## src/rtl/mac_rx_framer.sv

```systemverilog
// mac_rx_framer: receive-side framer for the 10 Mb/s Ethernet MAC.
// Hunts for the SFD in the PLS bit stream and packs frame bits LSB-first into
// 32-bit words. Data words go to receive-buffer addresses 1..2**ADDR_W-1. The
// status/length word is written to address 0 after the frame ends. The buffer
// then belongs to the host, with rx_done held high, until rx_ack.
// Optional build macro RX_CRC_CHECK_EN adds a CRC-32 residue check.
// When the macro is not defined, the crc_err bit (word 0 bit 14) is always 0.
module mac_rx_framer #(
    parameter int ADDR_W    = 9,
    parameter int MIN_BYTES = 64
) (
    input  logic              clk_i,
    input  logic              rst_i,
    input  logic              rx_dv,
    input  logic              rx_bit,
    input  logic              rx_bit_stb,
    input  logic              rx_ack,
    output logic              buf_we,
    output logic [ADDR_W-1:0] buf_addr,
    output logic [31:0]       buf_dat,
    output logic              rx_done,
    output logic [11:0]       rx_len,
    output logic              rx_missed
);

    typedef enum logic [2:0] {
        S_IDLE, S_HUNT, S_DATA, S_FLUSH1, S_FLUSH2, S_DONE, S_SKIP
    } state_t;

    localparam logic [15:0] MAX_ADDR = 16'((1 << ADDR_W) - 1);
    localparam logic [11:0] MIN_B    = 12'(MIN_BYTES);

    state_t              state_q, state_d;
    logic [14:0]         cnt_q, cnt_d;
    logic [31:0]         shift_q, shift_d;
    logic                prev_q, prev_d;
    logic                ovf_q, ovf_d;
    logic                dv_prev_q, dv_prev_d;
    logic                buf_we_q, buf_we_d;
    logic [ADDR_W-1:0]   buf_addr_q, buf_addr_d;
    logic [31:0]         buf_dat_q, buf_dat_d;
    logic                rx_done_q, rx_done_d;
    logic [11:0]         rx_len_q, rx_len_d;
    logic                rx_missed_q, rx_missed_d;

`ifdef RX_CRC_CHECK_EN
    logic [31:0]         crc_q, crc_d;
`endif

    // Helper values derived from the current bit count.
    logic [15:0] word_idx;
    logic [11:0] bytes;
    logic [31:0] shift_new;
    logic        runt, align_err, crc_err;

    // Next-state, buffer-write and status logic.
    // Buffer outputs are registered, so a write decided on one edge is visible for the whole following cycle.
    always_comb begin
        state_d     = state_q;
        cnt_d       = cnt_q;
        shift_d     = shift_q;
        prev_d      = prev_q;
        ovf_d       = ovf_q;
        dv_prev_d   = rx_dv;
        buf_we_d    = 1'b0;
        buf_addr_d  = buf_addr_q;
        buf_dat_d   = buf_dat_q;
        rx_done_d   = rx_done_q;
        rx_len_d    = rx_len_q;
        rx_missed_d = 1'b0;
`ifdef RX_CRC_CHECK_EN
        crc_d       = crc_q;
        crc_err     = (crc_q != 32'hDEBB20E3);
`else
        crc_err     = 1'b0;
`endif
        // The word index is taken from the count before it increments, so it
        // addresses the word that holds the current bit.
        word_idx  = 16'(cnt_q[14:5]) + 16'd1;
        bytes     = cnt_q[14:3];
        shift_new = shift_q | (32'(rx_bit) << cnt_q[4:0]);
        runt      = (bytes < MIN_B);
        align_err = |cnt_q[2:0];

        case (state_q)
            S_IDLE: begin
                prev_d = 1'b0;
                if (rx_dv) state_d = S_HUNT;
            end
            S_HUNT: begin
                if (!rx_dv) begin
                    state_d = S_IDLE;
                end else if (rx_bit_stb) begin
                    prev_d = rx_bit;
                    // Two consecutive 1 bits are the SFD tail; the frame starts with the next bit.
                    if (prev_q && rx_bit) begin
                        state_d = S_DATA;
                        cnt_d   = '0;
                        shift_d = '0;
                        ovf_d   = 1'b0;
`ifdef RX_CRC_CHECK_EN
                        crc_d   = 32'hFFFF_FFFF;
`endif
                    end
                end
            end
            S_DATA: begin
                if (rx_dv && rx_bit_stb) begin
                    // Saturate the count so a very long frame cannot wrap it.
                    if (cnt_q != 15'h7FFF) cnt_d = cnt_q + 15'd1;
`ifdef RX_CRC_CHECK_EN
                    crc_d = {1'b0, crc_q[31:1]} ^
                            ((crc_q[0] ^ rx_bit) ? 32'hEDB88320 : 32'h0);
`endif
                    if (cnt_q[4:0] == 5'd31) begin
                        shift_d = '0;
                        if (word_idx > MAX_ADDR) begin
                            ovf_d = 1'b1;
                        end else if (!ovf_q) begin
                            buf_we_d   = 1'b1;
                            buf_addr_d = word_idx[ADDR_W-1:0];
                            buf_dat_d  = shift_new;
                        end
                    end else begin
                        shift_d = shift_new;
                    end
                end else if (!rx_dv) begin
                    // The partial word is written in the first flush cycle.
                    state_d = S_FLUSH1;
                    if ((cnt_q[4:0] != 5'd0) && !ovf_q) begin
                        if (word_idx > MAX_ADDR) begin
                            ovf_d = 1'b1;
                        end else begin
                            buf_we_d   = 1'b1;
                            buf_addr_d = word_idx[ADDR_W-1:0];
                            buf_dat_d  = shift_q;
                        end
                    end
                end
            end
            S_FLUSH1: begin
                // The status word is written in the second flush cycle.
                state_d    = S_FLUSH2;
                buf_we_d   = 1'b1;
                buf_addr_d = '0;
                buf_dat_d  = {16'b0, runt, crc_err, align_err, ovf_q, bytes};
            end
            S_FLUSH2: begin
                state_d   = S_DONE;
                rx_done_d = 1'b1;
                rx_len_d  = bytes;
            end
            S_DONE: begin
                if (rx_dv && !dv_prev_q) rx_missed_d = 1'b1;
                if (rx_ack) begin
                    rx_done_d = 1'b0;
                    state_d   = rx_dv ? S_SKIP : S_IDLE;
                end
            end
            S_SKIP: begin
                if (!rx_dv) state_d = S_IDLE;
            end
            default: state_d = S_IDLE;
        endcase
    end

    // State and output registers with synchronous reset.
    always_ff @(posedge clk_i) begin
        if (rst_i) begin
            state_q     <= S_IDLE;
            cnt_q       <= '0;
            shift_q     <= '0;
            prev_q      <= 1'b0;
            ovf_q       <= 1'b0;
            dv_prev_q   <= 1'b0;
            buf_we_q    <= 1'b0;
            buf_addr_q  <= '0;
            buf_dat_q   <= '0;
            rx_done_q   <= 1'b0;
            rx_len_q    <= '0;
            rx_missed_q <= 1'b0;
`ifdef RX_CRC_CHECK_EN
            crc_q       <= 32'hFFFF_FFFF;
`endif
        end else begin
            state_q     <= state_d;
            cnt_q       <= cnt_d;
            shift_q     <= shift_d;
            prev_q      <= prev_d;
            ovf_q       <= ovf_d;
            dv_prev_q   <= dv_prev_d;
            buf_we_q    <= buf_we_d;
            buf_addr_q  <= buf_addr_d;
            buf_dat_q   <= buf_dat_d;
            rx_done_q   <= rx_done_d;
            rx_len_q    <= rx_len_d;
            rx_missed_q <= rx_missed_d;
`ifdef RX_CRC_CHECK_EN
            crc_q       <= crc_d;
`endif
        end
    end

    assign buf_we    = buf_we_q;
    assign buf_addr  = buf_addr_q;
    assign buf_dat   = buf_dat_q;
    assign rx_done   = rx_done_q;
    assign rx_len    = rx_len_q;
    assign rx_missed = rx_missed_q;

endmodule

```

## config.mk

```make
export PLATFORM = sky130hd
export DESIGN_NAME = mac_rx_framer
export DESIGN_NICKNAME = d
export VERILOG_FILES = /design/src/rtl/mac_rx_framer.sv
export SDC_FILE = /design/constraint.sdc
export NUM_CORES = 1
export LEC_CHECK = 0
export ABC_CLOCK_PERIOD_IN_PS = 5100
export CAP_MARGIN = 10
export CORE_AREA = 2 2 109 111
export DETAILED_ROUTE_END_ITERATION = 6
export DIE_AREA = 0 0 111 113
export PLACE_DENSITY_LB_ADDON = 0.25
export SYNTH_ARGS = -nofsm -noshare
export SYNTH_HDL_FRONTEND = slang
export SYNTH_SLANG_ARGS = --single-unit
```

## constraint.sdc

```tcl
create_clock -name clk_i -period 5.1 [get_ports clk_i]
set_input_delay 0.765 -clock clk_i [delete_from_list [all_inputs] [get_ports clk_i]]
set_output_delay 0.765 -clock clk_i [all_outputs]
set_load 0.01 [all_outputs]
```

# Yosys cells after proc, flatten, opt, wreduce, memory -nomap -nowiden
# Cells that the tools add are included.
[totals] regBits=109 latch_bits=0 rom_bits=0 mem_bits_rw=0 n_memories=0
[classes] reduce_logical=21 add_sub_neg=2 n_bitwise=2 multipliers=0 order_cmp=2 muxes=61 n_div=0 n_eq_ne=25 shift=1
[op_table] cell="$mux 32" count=12
[op_table] cell="$pmux 32 s2" count=2
[op_table] cell="$mux 15" count=5
[op_table] cell="$mux 9" count=7
[op_table] cell="$or 32x32->32" count=1
[op_table] cell="$shl 1x5->32" count=1
[op_table] cell="$pmux 15 s2" count=1
[op_table] cell="$mux 3" count=9
[op_table] cell="$ne 2x2->1 const B" count=11
[op_table] cell="$pmux 3 s7" count=1
[op_table] cell="$mux 1" count=19
[op_table] cell="$ne 3x3->1 const B" count=6
[op_table] cell="$pmux 9 s2" count=1
[op_table] cell="$add 15x1->15 const B" count=1
[op_table] cell="$ne 15x15->1 const B" count=1
[op_table] cell="$reduce_and 7->1" count=2
[op_table] cell="$lt 12x7->1 const B" count=1
[op_table] cell="$reduce_and 6->1" count=2
[op_table] cell="$add 10x1->11 const B" count=1
[op_table] cell="$gt 11x9->1 const B" count=1
[op_table] cell="$eq 3x3->1 const B" count=3
[op_table] cell="$pmux 1 s2" count=4
[op_table] cell="$reduce_bool 2->1" count=4
[op_table] cell="$eq 3x2->1 const B" count=2
[op_table] cell="other kinds (12)" count=16

# Longest topological paths before layout
[logic_depth] word_depth=7 mapped_depth=10 depth_no_buf=8

# Worst setup path after synthesis
# Ideal clock, no wire load.
[synth_timing] kind="input port to flip-flop" start="input rx_dv" end="register buf_addr_q[1] (netlist: buf_addr[1])" setup_ns=0.131 arrival_time_ns=2.227 cell_stages=10 setup_slack_ns=2.742 cell_sequence="buf_2 -> and2_1 -> buf_2 -> and3_1 -> o21ai_0 -> or2_1 -> clkbuf_2 -> buf_2 -> o2111ai_1 -> o41ai_1"
[synth_between] elab_chain_len=3 elab_cells_between_ends=8
[synth_rtl] element="start: declaration" line_no="14" rtl="input logic rx_dv,"
[synth_rtl] element="$logic_and 1x1->1" line_no="108" rtl="if (rx_dv && rx_bit_stb) begin"
[synth_rtl] element="$ne 3x3->1 (no line) or $mux 9 (tied branches)"
[synth_rtl] element="$reduce_and 6->1 (no line) or $pmux 9 s2 (tied branches)"
[synth_rtl] element="end signal: assignment" line_no="193" rtl="buf_addr_q <= buf_addr_d;"
[synth_rtl] element="end: declaration" line_no="40" rtl="logic [ADDR_W-1:0] buf_addr_q, buf_addr_d;"
# Several ways; a longest one is shown, not always the timed one.
# A chain may end at the register's enable or synchronous reset.

# Worst setup path in the final report
[layout_timing] start="input rx_dv" end="register buf_addr_q[4] (netlist: buf_addr[4])"
# Same word-level chain as after synthesis.

==> impl_summary.md <==
Die
The die span in y is 113 um. 62 I/O pins were placed. The total number of placement rows is 39. The horizontal die dimension is 111 um. The region available for standard cell placement spans 11300 um^2. The die covers 12500 um^2. The starting density of the core is 0.450.

Power
Of the total power, the share spent switching nets is 0.219. The internal power is 1260 uW. For this design the total switching power over the nets is 354 uW. Of the total power, registers draw 0.528.

Of the total power, combinational logic draws 0.025. Summed over all cells, the static leakage comes to 0.00206 uW. The highest ir drop seen on vdd is 0.166 mV. Power spread over the standard cell area amounts to 271 nW/um^2. The portion of total power attributed to the clock network is 0.447.

GRT
The via count of the first global-routing pass is 4141. The total congestion overflow is 0. The number of antenna violations at the first check in global routing is 0. The largest net degree at the start of global routing is 61. The first global-routing pass estimated 21200 um of wire. In the global route stage, overall resource usage came out at 0.208.

Clocking
The H-tree was split into 3 levels. Counting the buffers created by CTS gives 9. Post-CTS timing repair inserted 0 buffers for setup.

In this run the clock root is driven by a sky130_fd_sc_hd__clkbuf_16. The longest clock path from root to sink contains 2 buffers. The count of instances resized after the clock tree is built is 0.

The clock latency of the later-clocked register in the worst-skew pair is 0.36 ns. The clock slew at the register clock pins of the worst setup and hold paths is 0.07 ns. The clock tree from TritonCTS is yes.

The number of sinks on the clock net is 109. The post-cts hold buffer count is 0.

Run
The tool flagged a number of max-cap violations equal to 0.

Critical path
The delay of the slowest cell on the worst path is 0.61 ns. The critical path is of the primary input to register type. The master of the slowest instance on the critical path is sky130_fd_sc_hd__clkdlybuf4s50_1. The capturing point of the worst reg2reg path is buf_addr[4]$_SDFFE_PP0P_.

The critical path goes through clkdlybuf4s50_1 -> and2_1 -> and3_1 -> o21ai_0 -> a21oi_2 -> nand2_2 -> o41ai_1. The category of the worst setup path launch point is a primary input. The required time at the worst-slack endpoint is 5.34 ns. The register-to-register setup slack is 1.88 ns. The peak fanout along the critical path is 41.

The critical path endpoint category is a register. The data arrival at the endpoint of the critical path is 3.61 ns. In this run the critical register-to-register path is launched from cnt_q[5]$_SDFFE_PP0P_.

For the worst flop-to-flop path, the logic depth is 7.

Timing
The final count of pins violating max slew is 0. The final critical-path setup slack is 1.73 ns. In the finished design, the share of the clock period the worst path needs comes to 0.660. Setup repair after global routing left no endpoint under its margin. Headroom to the max-slew limit came out at 0.311.

The post-layout minimum cycle time is 3.37 ns. Between clock sinks in the finished design, the worst skew comes to 0.0101 ns. The setup TNS after final layout is 0 ns. The highest achievable clock rate is 297 MHz.

At the pin with the least slew margin, the transition time is 1.03 ns. The number of setup violations in the final report is 0. The number of failing hold endpoints at the final stage is 0.

Synthesis
The Yosys step of the flow raised 0 warnings. The netlist uses 56 different library cells. After technology mapping, the gate count stands at 609. The net count after synthesis is 620. The top flip-flop cell by instance count after synthesis is sky130_fd_sc_hd__dfxtp_1. In the post-synthesis netlist, the biggest area contributors are sky130_fd_sc_hd__dfxtp_1 (43%), sky130_fd_sc_hd__a21oi_1 (8.5%), sky130_fd_sc_hd__nor2_1 (7.4%), sky130_fd_sc_hd__o2111ai_1 (5.0%), sky130_fd_sc_hd__mux2i_1 (3.0%). The cell area after synthesis is 5080 um^2. The proportion of netlist area held by the largest area contributor is 0.430. The number of synthesized flops with an enable pin is 0.

Of all cell types, the one taking the most synthesized area is sky130_fd_sc_hd__dfxtp_1. A synthesized cell averages 8.34 um^2. Counting flops and latches in the post-synthesis netlist gives 109. Of all flip-flops after synthesis, the portion carrying an async set or reset was 0.

Of the synthesized area, sequential elements account for 0.430.

Outcome
The flow ran to the end, and the final reports show no timing, DRC or antenna violations.

Min path
Counting instances, the worst hold path has a depth of 1. In this run the most critical hold path is launched from dv_prev_q$_SDFF_PP0_. The worst hold path belongs to the class register to register.

For hold timing, the worst endpoint is rx_missed$_SDFF_PP0_.

Route
The count of nets left with antenna violations once routing finished came out at 0. The detailed router finished its first iteration with 322 violations. For this block, the routed nets add up to 12900 um of wire. The number of vias per cell is 5.72.

The overall via count from detail_route is 4466. The remaining design rule violation count is 0. After detailed routing, the average wire length per cell comes to 16.5 um. The first detailed-routing pass ran for 5 iterations.

Final layout
Compared with the post-synthesis result, the final layout area differs by 17.6%. The area taken by multi-input logic gates is 2600 um^2. The footprint of the flip-flops and latches is 2180 um^2.

The net count of the finished layout is 644. The layout cell share with drive strength beyond 1 is 0.0627. The antenna diode instance count is 0.

The number of fillers in the final layout is 1062.

Placement
The number of port buffers is 61. The placer's final routability congestion estimate is 0.912. The placed wire-length estimate after detailed placement is 9030 um.

At the placement stage, the worst setup path has a slack of 1.43 ns.
power groups by stage:
| stage | Combinational (uW) | Sequential, uW | Clock [uW] |
|---|---|---|---|
| finish | 39.9 | 854 | 722 |
| global route | 44.1 | 854 | 766 |
| CTS | 39.0 | 854 | 734 |
| detailed placement | 38.9 | 874 | 0 |
| global placement | 38.2 | 874 | 0 |
| floorplan | 28.2 | 871 | 0 |
metal layers:
metal / GRT usage / vias to the layer above / routed length (um)
met4: 0.0867 / 0 / 284
li1: - / 2260 / -
met1: 0.284 / 2075 / 5990
met3: 0.0396 / 21 / 673
met2: 0.326 / 110 / 5910
met5: 0 / - / 0
cells in the mapped netlist, types with 5 or more instances:
cell type                   count
sky130_fd_sc_hd__buf_2         16
sky130_fd_sc_hd__o211ai_1       7
sky130_fd_sc_hd__o2111ai_1     29
sky130_fd_sc_hd__o21ai_0       18
sky130_fd_sc_hd__xnor2_1        7
sky130_fd_sc_hd__nand3_1        8
sky130_fd_sc_hd__o21ai_1        9
sky130_fd_sc_hd__nor2_1       100
sky130_fd_sc_hd__or3_1          6
sky130_fd_sc_hd__clkbuf_1      32
sky130_fd_sc_hd__nor3_1         7
sky130_fd_sc_hd__o41ai_1        6
sky130_fd_sc_hd__xor2_1         7
sky130_fd_sc_hd__and3_1        17
sky130_fd_sc_hd__a31o_2         5
sky130_fd_sc_hd__mux2i_1       15
sky130_fd_sc_hd__dfxtp_1      109
sky130_fd_sc_hd__ha_1           5
sky130_fd_sc_hd__inv_1          9
sky130_fd_sc_hd__a31oi_1        6
sky130_fd_sc_hd__o31ai_1        6
sky130_fd_sc_hd__nand2_1       32
sky130_fd_sc_hd__a21oi_1       86
sky130_fd_sc_hd__a31o_1        10
per-stage QoR:
step	hold WS (ns)	total power (uW)	cells	cell area, um^2	utilization
6_report	0.402	1620	781	5970	0.530
5_1_grt	0.434	1660	781	5970	0.530
4_1_cts	0.404	1630	780	5960	0.529
3_5_place_dp	0.402	913	764	5660	0.502
3_3_place_gp	0.384	912	764	5660	0.502
2_1_floorplan	0.376	900	609	5080	-
critical path: cells and delay by family:
kind	cells	cell delay, ns
buf+inv	1	0.61
simple gates	3	1.12
compound gates	3	1.10
area by class of cell:
cell class,count,share of cell area
flip-flops and latches,109,0.365
clock inverters,5,0.0109
repair buffers,68,0.111
clock buffers,11,0.0407
well taps,143,0.0300
multi-input cells,435,0.436
inverters,10,0.00629
worst max path at each step:
stage,startpoint,to,cells after the start
floorplan,rx_dv,buf_addr[1]$_SDFFE_PP0P_,10
global placement,rx_dv,buf_addr[3]$_SDFFE_PP0P_,7
detailed placement,rx_dv,buf_addr[4]$_SDFFE_PP0P_,7
CTS,rx_dv,buf_addr[4]$_SDFFE_PP0P_,7
global route,rx_dv,buf_addr[4]$_SDFFE_PP0P_,7
finish,rx_dv,buf_addr[4]$_SDFFE_PP0P_,7
registers in the layout, summed over array words and instances, names as in the netlist:
register / cells
buf_we: 1
shift_q: 32
rx_done: 1
buf_dat: 32
prev_q: 1
state_q: 3
rx_len: 12
cnt_q: 15
buf_addr: 9
dv_prev_q: 1
rx_missed: 1
ovf_q: 1
placed cells by master, fill, tap and decap left out, types with 2 or more instances in the layout:
cell type	instances
sky130_fd_sc_hd__a211oi_1	2
sky130_fd_sc_hd__a21oi_1	86
sky130_fd_sc_hd__a21oi_2	2
sky130_fd_sc_hd__a311oi_1	2
sky130_fd_sc_hd__a31o_1	10
sky130_fd_sc_hd__a31o_2	5
sky130_fd_sc_hd__a31oi_1	6
sky130_fd_sc_hd__and2_1	4
sky130_fd_sc_hd__and3_1	17
sky130_fd_sc_hd__and4_1	4
sky130_fd_sc_hd__buf_4	7
sky130_fd_sc_hd__clkbuf_16	9
sky130_fd_sc_hd__clkdlybuf4s50_1	61
sky130_fd_sc_hd__dfxtp_1	109
sky130_fd_sc_hd__ha_1	5
sky130_fd_sc_hd__inv_1	9
sky130_fd_sc_hd__inv_6	3
sky130_fd_sc_hd__mux2i_1	15
sky130_fd_sc_hd__nand2_1	31
sky130_fd_sc_hd__nand2_2	2
sky130_fd_sc_hd__nand2b_1	4
sky130_fd_sc_hd__nand3_1	8
sky130_fd_sc_hd__nand4_1	3
sky130_fd_sc_hd__nor2_1	100
sky130_fd_sc_hd__nor2b_1	3
sky130_fd_sc_hd__nor3_1	7
sky130_fd_sc_hd__nor3b_1	4
sky130_fd_sc_hd__nor4b_1	2
sky130_fd_sc_hd__nor4b_2	2
sky130_fd_sc_hd__o2111ai_1	29
sky130_fd_sc_hd__o211ai_1	7
sky130_fd_sc_hd__o21ai_0	18
sky130_fd_sc_hd__o21ai_1	8
sky130_fd_sc_hd__o21ai_2	2
sky130_fd_sc_hd__o31ai_1	6
sky130_fd_sc_hd__o41ai_1	6
sky130_fd_sc_hd__or3_1	6
sky130_fd_sc_hd__xnor2_1	7
sky130_fd_sc_hd__xor2_1	7
cells by family (layout without fill, tap and decap cells):
family | Yosys count | in the layout | synth area share
AND/OR/NAND/NOR | 203 | 203 | 0.190
multiplexers | 15 | 15 | 0.0296
flip-flops | 109 | 109 | 0.430
XOR/XNOR | 14 | 14 | 0.0242
buffers and inverters | 65 | 94 | 0.0589
AO/OA/AOI/OAI | 198 | 198 | 0.255
adder cells (fa/ha/maj) | 5 | 5 | 0.0123
Power figures use the tool's default switching activity.
